## config.mk

```make
export PLATFORM = sky130hd
export DESIGN_NAME = pipe_hazard_ctrl_flat
export DESIGN_NICKNAME = d
export VERILOG_FILES = /design/src/rtl/pipe_hazard_ctrl_if.sv /design/src/rtl/pipe_hazard_ctrl.sv /design/src/flat_wrapper.sv
export SDC_FILE = /design/constraint.sdc
export NUM_CORES = 1
export LEC_CHECK = 0
export CELL_PAD_IN_SITES_DETAIL_PLACEMENT = 1
export CELL_PAD_IN_SITES_GLOBAL_PLACEMENT = 1
export CORE_UTILIZATION = 18
export DETAILED_ROUTE_END_ITERATION = 12
export PLACE_DENSITY = 0.84
export SLEW_MARGIN = 10
export SYNTH_ARGS = -nofsm -noshare
export SYNTH_HDL_FRONTEND = slang
export SYNTH_SLANG_ARGS = --single-unit
```

## constraint.sdc

```tcl
create_clock -name clk -period 1.6 [get_ports clk]
set_input_delay 0.32 -clock clk [delete_from_list [all_inputs] [get_ports clk]]
set_output_delay 0.32 -clock clk [all_outputs]
set_load 0.01 [all_outputs]
```

## src/rtl/pipe_hazard_ctrl_if.sv

```systemverilog
// ---------------------------------------------------------------------------
// pipe_hazard_ctrl_if
// Hazard-detection inputs and pipe-register control outputs exchanged between
// the 5-stage datapath and pipe_hazard_ctrl.
//   master : datapath side   (drives hazard info, receives stall/bubble)
//   slave  : controller side (receives hazard info, drives stall/bubble)
// Hazard info : rs1_id, rs2_id, rs1_used_id, rs2_used_id, rd_ex, mem_read_ex,
//               br_taken_ex, md_start_ex, imem_wait, dmem_wait
// Controls    : pc_stall, {ifid,idex,exmem,memwb}_{stall,bubble},
//               md_busy, md_done
// ---------------------------------------------------------------------------
interface pipe_hazard_ctrl_if;
    logic [4:0] rs1_id;
    logic [4:0] rs2_id;
    logic       rs1_used_id;
    logic       rs2_used_id;
    logic [4:0] rd_ex;
    logic       mem_read_ex;
    logic       br_taken_ex;
    logic       md_start_ex;
    logic       imem_wait;
    logic       dmem_wait;

    logic       pc_stall;
    logic       ifid_stall;
    logic       ifid_bubble;
    logic       idex_stall;
    logic       idex_bubble;
    logic       exmem_stall;
    logic       exmem_bubble;
    logic       memwb_stall;
    logic       memwb_bubble;
    logic       md_busy;
    logic       md_done;

    modport master (
        output rs1_id, rs2_id, rs1_used_id, rs2_used_id, rd_ex, mem_read_ex,
               br_taken_ex, md_start_ex, imem_wait, dmem_wait,
        input  pc_stall, ifid_stall, ifid_bubble, idex_stall, idex_bubble,
               exmem_stall, exmem_bubble, memwb_stall, memwb_bubble,
               md_busy, md_done
    );

    modport slave (
        input  rs1_id, rs2_id, rs1_used_id, rs2_used_id, rd_ex, mem_read_ex,
               br_taken_ex, md_start_ex, imem_wait, dmem_wait,
        output pc_stall, ifid_stall, ifid_bubble, idex_stall, idex_bubble,
               exmem_stall, exmem_bubble, memwb_stall, memwb_bubble,
               md_busy, md_done
    );
endinterface

```

## src/rtl/pipe_hazard_ctrl.sv

```systemverilog
// ---------------------------------------------------------------------------
// pipe_hazard_ctrl
// Central stall/bubble controller for the 5-stage core. Resolves, in priority
// order: data-memory wait, MUL/DIV EX occupancy, EX branch redirect,
// load-use hazard, instruction-memory wait. All controls are combinational
// from the current state and inputs; the only state is the MUL/DIV sequencer
// (RUN / MD_BUSY plus a down-counter) and the optional perf counters.
//
// Ports:
//   clk, rst      : core clock (rising edge), asynchronous active-high reset
//   hz (slave)    : hazard inputs in, pipe-register controls out
//   stall_cycles  : cycles with pc_stall=1         (perf counter)
//   flush_count   : cycles a branch redirect fired (perf counter)
//
// Build option: define PIPE_PERF_CNT_EN to implement the perf counters;
// without it both counter ports are tied to 0.
// ---------------------------------------------------------------------------
module pipe_hazard_ctrl #(
    parameter int MD_CYCLES = 32,
    parameter int CNT_W     = 32
) (
    input  logic             clk,
    input  logic             rst,
    pipe_hazard_ctrl_if.slave hz,
    output logic [CNT_W-1:0] stall_cycles,
    output logic [CNT_W-1:0] flush_count
);
    localparam int MDC_W = $clog2(MD_CYCLES);

    typedef enum logic {RUN, MD_BUSY} state_t;

    state_t           state, state_nxt;
    logic [MDC_W-1:0] md_cnt, md_cnt_nxt;

    logic load_use;
    logic md_hold;
    logic pc_stall, ifid_stall, ifid_bubble, idex_stall, idex_bubble;
    logic exmem_stall, exmem_bubble, memwb_stall, memwb_bubble;
    logic md_busy, md_done;

    // x0 is hardwired zero, so a load targeting it never creates a hazard.
    always_comb begin
        load_use = hz.mem_read_ex && (hz.rd_ex != 5'd0) &&
                   ((hz.rs1_used_id && (hz.rs1_id == hz.rd_ex)) ||
                    (hz.rs2_used_id && (hz.rs2_id == hz.rd_ex)));
    end

    always_comb begin
        state_nxt    = state;
        md_cnt_nxt   = md_cnt;
        md_hold      = 1'b0;
        pc_stall     = 1'b0;
        ifid_stall   = 1'b0;
        ifid_bubble  = 1'b0;
        idex_stall   = 1'b0;
        idex_bubble  = 1'b0;
        exmem_stall  = 1'b0;
        exmem_bubble = 1'b0;
        memwb_stall  = 1'b0;
        memwb_bubble = 1'b0;
        md_busy      = 1'b0;
        md_done      = 1'b0;

        if (hz.dmem_wait) begin
            // Freeze everything up to MEM; sequencer state holds via defaults.
            pc_stall     = 1'b1;
            ifid_stall   = 1'b1;
            idex_stall   = 1'b1;
            exmem_stall  = 1'b1;
            memwb_bubble = 1'b1;
        end else begin
            if (state == RUN && hz.md_start_ex) begin
                md_hold    = 1'b1;
                md_cnt_nxt = MDC_W'(MD_CYCLES - 1);
                state_nxt  = MD_BUSY;
            end else if (state == MD_BUSY) begin
                if (md_cnt > MDC_W'(1)) begin
                    md_hold    = 1'b1;
                    md_cnt_nxt = md_cnt - MDC_W'(1);
                end else begin
                    // Result cycle: op leaves EX, so lower rules may act.
                    md_done    = 1'b1;
                    md_busy    = 1'b1;
                    md_cnt_nxt = '0;
                    state_nxt  = RUN;
                end
            end

            if (md_hold) begin
                pc_stall     = 1'b1;
                ifid_stall   = 1'b1;
                idex_stall   = 1'b1;
                exmem_bubble = 1'b1;
                md_busy      = 1'b1;
            end else if (hz.br_taken_ex) begin
                // Squash the two wrong-path instructions; PC takes the target.
                ifid_bubble = 1'b1;
                idex_bubble = 1'b1;
            end else if (load_use) begin
                // Also covers imem_wait: holding IFID keeps the fetched instr.
                pc_stall    = 1'b1;
                ifid_stall  = 1'b1;
                idex_bubble = 1'b1;
            end else if (hz.imem_wait) begin
                pc_stall    = 1'b1;
                ifid_bubble = 1'b1;
            end
        end
    end

    always_ff @(posedge clk or posedge rst) begin
        if (rst) begin
            state  <= RUN;
            md_cnt <= '0;
        end else begin
            state  <= state_nxt;
            md_cnt <= md_cnt_nxt;
        end
    end

    assign hz.pc_stall     = pc_stall;
    assign hz.ifid_stall   = ifid_stall;
    assign hz.ifid_bubble  = ifid_bubble;
    assign hz.idex_stall   = idex_stall;
    assign hz.idex_bubble  = idex_bubble;
    assign hz.exmem_stall  = exmem_stall;
    assign hz.exmem_bubble = exmem_bubble;
    assign hz.memwb_stall  = memwb_stall;
    assign hz.memwb_bubble = memwb_bubble;
    assign hz.md_busy      = md_busy;
    assign hz.md_done      = md_done;

`ifdef PIPE_PERF_CNT_EN
    logic [CNT_W-1:0] stall_q, flush_q;

    // Only a branch redirect bubbles IFID and IDEX together.
    always_ff @(posedge clk or posedge rst) begin
        if (rst) begin
            stall_q <= '0;
            flush_q <= '0;
        end else begin
            if (pc_stall)
                stall_q <= stall_q + CNT_W'(1);
            if (ifid_bubble && idex_bubble)
                flush_q <= flush_q + CNT_W'(1);
        end
    end

    assign stall_cycles = stall_q;
    assign flush_count  = flush_q;
`else
    assign stall_cycles = '0;
    assign flush_count  = '0;
`endif

endmodule

```

## src/flat_wrapper.sv

```systemverilog
// flat-port wrapper written by rule: the top's interface ports become plain ports
module pipe_hazard_ctrl_flat 
#(
    parameter int MD_CYCLES = 32,
    parameter int CNT_W     = 32
)
  (clk, rst, stall_cycles, flush_count, hz_rs1_id, hz_rs2_id, hz_rs1_used_id, hz_rs2_used_id, hz_rd_ex, hz_mem_read_ex, hz_br_taken_ex, hz_md_start_ex, hz_imem_wait, hz_dmem_wait, hz_pc_stall, hz_ifid_stall, hz_ifid_bubble, hz_idex_stall, hz_idex_bubble, hz_exmem_stall, hz_exmem_bubble, hz_memwb_stall, hz_memwb_bubble, hz_md_busy, hz_md_done);
  pipe_hazard_ctrl_if hz_i ();
  input  logic clk;
  input  logic rst;
  output logic [CNT_W-1:0] stall_cycles;
  output logic [CNT_W-1:0] flush_count;
  input wire logic [$bits(hz_i.rs1_id)-1:0] hz_rs1_id;
  input wire logic [$bits(hz_i.rs2_id)-1:0] hz_rs2_id;
  input wire logic [$bits(hz_i.rs1_used_id)-1:0] hz_rs1_used_id;
  input wire logic [$bits(hz_i.rs2_used_id)-1:0] hz_rs2_used_id;
  input wire logic [$bits(hz_i.rd_ex)-1:0] hz_rd_ex;
  input wire logic [$bits(hz_i.mem_read_ex)-1:0] hz_mem_read_ex;
  input wire logic [$bits(hz_i.br_taken_ex)-1:0] hz_br_taken_ex;
  input wire logic [$bits(hz_i.md_start_ex)-1:0] hz_md_start_ex;
  input wire logic [$bits(hz_i.imem_wait)-1:0] hz_imem_wait;
  input wire logic [$bits(hz_i.dmem_wait)-1:0] hz_dmem_wait;
  output wire logic [$bits(hz_i.pc_stall)-1:0] hz_pc_stall;
  output wire logic [$bits(hz_i.ifid_stall)-1:0] hz_ifid_stall;
  output wire logic [$bits(hz_i.ifid_bubble)-1:0] hz_ifid_bubble;
  output wire logic [$bits(hz_i.idex_stall)-1:0] hz_idex_stall;
  output wire logic [$bits(hz_i.idex_bubble)-1:0] hz_idex_bubble;
  output wire logic [$bits(hz_i.exmem_stall)-1:0] hz_exmem_stall;
  output wire logic [$bits(hz_i.exmem_bubble)-1:0] hz_exmem_bubble;
  output wire logic [$bits(hz_i.memwb_stall)-1:0] hz_memwb_stall;
  output wire logic [$bits(hz_i.memwb_bubble)-1:0] hz_memwb_bubble;
  output wire logic [$bits(hz_i.md_busy)-1:0] hz_md_busy;
  output wire logic [$bits(hz_i.md_done)-1:0] hz_md_done;
  assign hz_i.rs1_id = hz_rs1_id;
  assign hz_i.rs2_id = hz_rs2_id;
  assign hz_i.rs1_used_id = hz_rs1_used_id;
  assign hz_i.rs2_used_id = hz_rs2_used_id;
  assign hz_i.rd_ex = hz_rd_ex;
  assign hz_i.mem_read_ex = hz_mem_read_ex;
  assign hz_i.br_taken_ex = hz_br_taken_ex;
  assign hz_i.md_start_ex = hz_md_start_ex;
  assign hz_i.imem_wait = hz_imem_wait;
  assign hz_i.dmem_wait = hz_dmem_wait;
  assign hz_pc_stall = hz_i.pc_stall;
  assign hz_ifid_stall = hz_i.ifid_stall;
  assign hz_ifid_bubble = hz_i.ifid_bubble;
  assign hz_idex_stall = hz_i.idex_stall;
  assign hz_idex_bubble = hz_i.idex_bubble;
  assign hz_exmem_stall = hz_i.exmem_stall;
  assign hz_exmem_bubble = hz_i.exmem_bubble;
  assign hz_memwb_stall = hz_i.memwb_stall;
  assign hz_memwb_bubble = hz_i.memwb_bubble;
  assign hz_md_busy = hz_i.md_busy;
  assign hz_md_done = hz_i.md_done;
  pipe_hazard_ctrl #(.MD_CYCLES(MD_CYCLES), .CNT_W(CNT_W)) u_core (.clk(clk), .rst(rst), .hz(hz_i), .stall_cycles(stall_cycles), .flush_count(flush_count));
endmodule
```

==> results of run 1 <==
## worst max-delay path: cells and delay by family, from the launching register on
kind	cells	cell delay, ns
simple gates	1	0.35
buf+inv	2	0.29
flops	1	0.41
compound gates	3	0.39
## how the worst max path moves through the flow
stage | start | slack (ns) | cells after the start | endpoint
after floorplan | u_core.md_cnt[1] | -0.08 | 6 | hz_idex_bubble
after global placement | hz_rd_ex[0] | -1.06 | 6 | hz_ifid_bubble
after detailed placement | hz_rd_ex[3] | -1.07 | 6 | hz_ifid_stall
after CTS | u_core.md_cnt[1] | -0.37 | 8 | hz_ifid_bubble
after global routing | u_core.md_cnt[1] | -0.48 | 7 | hz_idex_bubble
final | u_core.md_cnt[0] | -0.39 | 6 | hz_idex_bubble
## power by group through the flow
stage / logic [mW] / clock network [mW] / registers [mW]
after floorplan: 0.346 / 0 / 0.245
after global placement: 0.465 / 0 / 0.231
after detailed placement: 0.485 / 0 / 0.233
after CTS: 0.566 / 0.229 / 0.231
after global routing: 0.704 / 0.241 / 0.242
final: 0.651 / 0.222 / 0.235
## registers in the layout, summed over array words and instances (netlist names)
name	cells
u_core.md_cnt	5
u_core.state	1
## cells by family after synthesis
| logic type | Yosys count | share of synthesized area, % |
|---|---|---|
| other cells | 1 | 0.350 |
| simple gates | 23 | 12.0 |
| buf+inv | 75 | 50.4 |
| compound gates | 20 | 12.7 |
| flops | 6 | 14.0 |
| xor+xnor | 10 | 8.17 |
| fa+ha+maj | 2 | 2.33 |
## metal layers
layer	vias up	share of wire, %
met5	-	0
met4	0	1.0
met3	3	5.6
met2	49	59
met1	415	34
li1	441	-
## stage by stage
step                std cells  hold WS (ns)
floorplan                 201         0.111
global placement          257         0.592
detailed placement        257         0.585
CTS                       267         0.349
global route              270         0.380
finish                    270         0.345
## synth_stat cells (all sizes together)
cell type  count  share of area (%)
nor3           5                2.8
xnor2          2                1.6
ha             2                2.3
o2bb2ai        1               0.82
or2            1               0.58
nor2           6                2.1
o21bai         1               0.70
o211ai         1               0.70
dfrtp          6                 14
xor2           8                6.5
o22a           4                3.3
a21oi          4                1.9
inv            7                2.5
and2           3                1.8
a32oi          1               0.82
or4            2                1.4
conb           1               0.35
a31oi          1               0.58
or3            1               0.58
o21a           3                2.1
nor4           2                1.2
o21ai          4                1.9
nand2          1               0.35
buf           68                 48
nor2b          1               0.58
and2b          1               0.70
## cell type report
cell class | count | area (um2)
Inverter | 7 | 26.3
Timing Repair Buffer | 62 | 490
Multi-Input combinational cell | 120 | 766
Fill cell | 702 | 4040
Sequential cell | 6 | 150
Tap cell | 72 | 90.1
Clock buffer | 3 | 41.3
## repair_timing
item | CTS | global route
pin swaps | 15 | 2
buffers inserted | 7 | 4
setup endpoints to repair | 11 | 13
resized for setup | 89 | 16
gates cloned | 0 | 0
==> results.md, run 1 <==
- Synthesized area: 1070 um2
- Layout Nets: 226
- R2R Setup Slk: -0.27 ns
- Clock transition at the registers of the reported paths: 0.03 ns
- # clock sinks: 6
- Met3 usage: 1.26%
- Worst Slack Setup Final: -0.394 ns
- Most frequent cells in the layout: conb_1, buf_4, buf_2
- Critical Path RT: 1.28 ns
- Clk network pwr share: 20.0%
- Max FO, Critical Path: 3
- Outcome: complete, but fails checks
- Synth cell types: 30
- Post-DP Area: 1370 um2
- H-tree Lvls: 1
- Worst hold path type: in -> async
- Final setup fails: 8
- First-pass GRT wire length: 3.86 mm
- Total grt overflow: 0
- Power per standard cell area: 709 nW/um2
- IO Pins: 99
- VDD IR max: 0.221 mV
- Clock period minus worst slack: 1.99 ns
- GRT Util Overall: 8.10%
- Fin crit share: 125%
- Crit-path cells: buf_6 > o21bai_4 > a31oi_4 > or3_4 > o2bb2ai_2 > buf_2
- Largest net degree at the start of global routing: 8
- Initial drt markers: 12
- DP HPWL: 2.19 mm
- Cell area after layout: 1560 um2
- Failing checks: setup timing
- Seq pwr share: 21.2%
- Layout cells sized above 1: 36.4%
- Cts hold-fix bufs: 0
- R2r worst-path depth: 7
- Endpoints failing hold: 0
- Critical path's largest stage delay: 0.41 ns
- Syn Inst Count: 137
- Setup TNS: -2.39 ns
- IO Port Bufs: 33
- Ys Warns: 0
- Vias per Instance: 3.36
- Antenna violations before repair: 0
- DRT antenna net count: 0
- CP Class: reg -> out
- Fin. max-slew vios: 0
- Final Skew: 0.00144 ns
- Critical Path AT: 1.67 ns
- FF-to-FF End: u_core.md_cnt[2]
- #FFs+latches synth: 6
- Worst Setup Start Kind: flop
- Crit. End Element: primary output
- Grt met1 use: 7.49%
- GR peak layer: met2
- Root buffer cell: clkbuf_8
- CTS buffer count: 3
- Switch share: 37.2%
- Post-place setup slack: -1.07 ns
- Core Util, Final: 27.9%
- GR Util met2: 16.6%
- ANT cells: 0
- Commonest non-fill, non-tap cell in the layout: conb_1
- Chip Width: 79.2 um
- Pwr Total: 1.11 mW
- FF-to-FF Start: u_core.md_cnt[0]
- CTS tree: built
- Leak Pwr: 0.772 nW
- Int Pwr: 697 uW
- Starting density of the core: 19.1%
- Area Overhead vs Synth: 45.9%
- Clock buffer depth: 2
- Core area: 5610 um2
- RSZ-0062 raised after global routing: true
- Sequential share of the synthesized area: 14.0%
- Logic pwr share: 58.8%
- Die height: 79.2 um
- Vias post-DR: 908
- Max Freq: 0.501 GHz
- Routability Congestion: 0.800
- Drt total wl: 2.70 mm
- Residual DRC: 0
- Critical Path Slowest Stage Cell: dfrtp_1
- Clock Latency Late Sink: 0.22 ns
- Mapped Avg Cell Area: 7.83 um2
- First-pass DRT Iterations: 2
- Routed wire per std cell: 9.99 um
- Cell Rows: 27
- Max-cap violations: 0
- DIE AREA: 6270 um2
- Vias in the first global route: 876
- Switching Power: 412 uW
Power figures use the tool's default switching activity.
==> run 2, diff against run 1 <==
--- a/config.mk
+++ b/config.mk
@@ -7,9 +7,9 @@
 export LEC_CHECK = 0
 export CELL_PAD_IN_SITES_DETAIL_PLACEMENT = 1
 export CELL_PAD_IN_SITES_GLOBAL_PLACEMENT = 1
-export CORE_UTILIZATION = 18
+export CORE_UTILIZATION = 21
 export DETAILED_ROUTE_END_ITERATION = 12
-export PLACE_DENSITY = 0.84
+export PLACE_DENSITY = 0.92
 export SLEW_MARGIN = 10
 export SYNTH_ARGS = -nofsm -noshare
 export SYNTH_HDL_FRONTEND = slang
==> constraint.sdc (replaced) <==
create_clock -name clk -period 2.5 [get_ports clk]
set_input_delay 0.375 -clock clk [delete_from_list [all_inputs] [get_ports clk]]
set_output_delay 0.375 -clock clk [all_outputs]
set_load 0.01 [all_outputs]
==> results.md, run 2 (same netlist as run 1, synthesis figures left out) <==
- Chip Width: 73.5 um (-7.2%)
- Layout Nets: 207 (-8.4%)
- Register area: 150 um2 (unchanged)
- Clock Latency Late Sink: 0.23 ns (about the same)
- Core area: 4820 um2 (-14%)
- Cts hold-fix bufs: 0 (unchanged)
- Crit. End Element: primary output
- CTS tree: built
- Largest net degree at the start of global routing: 8 (unchanged)
- Area Overhead vs Synth: 27.9%
- Root buffer cell: clkbuf_8
- H-tree Lvls: 1 (unchanged)
- Die height: 73.5 um (-7.2%)
- Power per standard cell area: 433 nW/um2 (-39%)
- Total grt overflow: 0 (unchanged)
- Layout cells sized above 1: 12.3% (-24 points)
- Critical Path RT: 2.12 ns (+0.84 ns)
- Post-place setup slack: -0.256 ns (+0.809 ns)
- Max FO, Critical Path: 5 (+2)
- Max-cap violations: 0 (unchanged)
- Starting density of the core: 22.3% (+3.1 points)
- RSZ-0062 raised after global routing: true
- Cell Rows: 25 (-7.4%)
- Biggest register: u_core.md_cnt
- Routed wire per std cell: 9.75 um (-2.4%)
- Vias per Instance: 3.46 (+2.7%)
- DRT antenna net count: 0 (unchanged)
- GRT Util Overall: 8.48% (+0.38 points)
- # clock sinks: 6 (unchanged)
- Worst Setup Start Kind: flop
- Residual DRC: 0 (unchanged)
- Filler cell count: 609 (-13%)
- Post-DP Area: 1290 um2 (-6.3%)
- IO Port Bufs: 33 (unchanged)
- Vias post-DR: 850 (-6.4%)
- Fin crit share: 96.7%
- Max reg flops: 5 (unchanged)
- Multi-input gate area: 668 um2 (-13%)
- Most frequent cells in the layout: conb_1, clkdlybuf4s50_1, buf_4
- Clock transition at the registers of the reported paths: 0.04 ns (about the same)
- Routability Congestion: 0.823 (+2.8%)
- Cell area after layout: 1370 um2 (-12%)
- Vias in the first global route: 781 (-11%)
- Endpoints failing hold: 0 (unchanged)
- Max Freq: 0.414 GHz
- Leak Pwr: 0.643 nW (-17%)
- First-pass DRT Iterations: 2 (unchanged)
- Outcome: complete, no violations
- ANT cells: 0 (unchanged)
- Drt total wl: 2.40 mm (-11%)
- Final setup fails: 0 (-8)
- Final Skew: 0.00231 ns (+0.000877 ns)
- Top flop regs: u_core.md_cnt: 5 flops, u_core.state: 1 flops
- Clock buffer depth: 2 (unchanged)
- Commonest non-fill, non-tap cell in the layout: conb_1
- Antenna violations before repair: 0 (unchanged)
- Initial drt markers: 16 (+4)
- First-pass GRT wire length: 3.40 mm (-12%)
- Worst hold path type: in -> async
- Clock period minus worst slack: 2.42 ns
- VDD IR max: 0.144 mV (-35%)
- Worst Slack Setup Final: 0.0822 ns (+0.476 ns)
- DP HPWL: 2.03 mm (-7.5%)
- Fin. max-slew vios: 0 (unchanged)
- CP Class: reg -> out
- IO Pins: 99 (unchanged)
- CTS buffer count: 3 (unchanged)
- DIE AREA: 5400 um2 (-14%)
- Critical Path AT: 2.04 ns (+0.37 ns)
==> run 2: changes by cell type in the layout (fill, tap and decap cells not counted), sizes merged <==
cell and change:
buf -31, clkdlybuf4s15 -3, clkdlybuf4s50 +21, dlygate4sd2 -4, dlymetal6s2s -1, clkbuf -1
==> run 2: repair_timing <==
| item | in CTS | in global routing |
|---|---|---|
| resized for setup | 6 | 9 |
| endpoints found under the setup margin | 6 | 5 |
| buffers inserted | 0 | 0 |
| endpoints found under the hold margin | 0 | 0 |
| pin swaps | 2 | 0 |
==> run 2: area by class of cell <==
| class | instances | area share [%] |
|---|---|---|
| multi-input combinational | 120 | 48.7 |
| timing repair buffer | 43 | 29.3 |
| sequential | 6 | 10.9 |
| tap | 67 | 6.11 |
| clock buffer | 3 | 3.01 |
| inverter | 7 | 1.92 |
==> run 2: path summary, 6_finish.rpt <==
kind / slack (ns) / cells past startpoint / start / to
hold reg to reg: 0.55 / 1 / u_core.md_cnt[4] / u_core.md_cnt[4]
setup reg to reg: 0.87 / 5 / u_core.md_cnt[0] / u_core.md_cnt[2]
max in group asynchronous: 1.92 / 2 / rst / u_core.md_cnt[1]
min in group clk: 0.55 / 1 / u_core.md_cnt[4] / u_core.md_cnt[4]
setup / recovery: 0.08 / 7 / u_core.md_cnt[0] / hz_idex_stall
hold / removal: 0.38 / 2 / rst / u_core.md_cnt[2]
==> run 2: worst max-delay path, stage by stage (launching register included) <==
cell,delay [ns]
dfrtp_1,0.38
ha_1,0.19
o21bai_2,0.21
a31oi_4,0.21
nor2_1,0.11
buf_4,0.15
inv_1,0.04
clkdlybuf4s50_1,0.52
==> run 2: per-layer routing <==
layer | track usage (%) | wire [um]
met5 | 0 | 0
met4 | 4.27 | 42
met3 | 2.74 | 221
met2 | 16.5 | 1370
met1 | 7.76 | 765
==> run 2: where the power goes <==
group	internal, mW	total (mW)	leakage, nW	switching (mW)
Sequential	0.127	0.153	0.0617	0.0259
Combinational	0.140	0.294	0.560	0.154
Clock	0.104	0.148	0.0216	0.0440
==> run 2: stage by stage <==
stage | hold slack [ns] | utilization, % | instances | power (mW) | setup TNS (ns)
final | 0.376 | 28.5 | 246 | 0.594 | 0
after global routing | 0.407 | 28.5 | 246 | 0.640 | -0.0297
after CTS | 0.392 | 27.7 | 246 | 0.588 | 0
after detailed placement | 0.541 | 26.7 | 243 | 0.427 | -0.890
after global placement | 0.522 | 26.7 | 243 | 0.411 | -0.819
after floorplan | 0.166 | - | 201 | 0.376 | 0
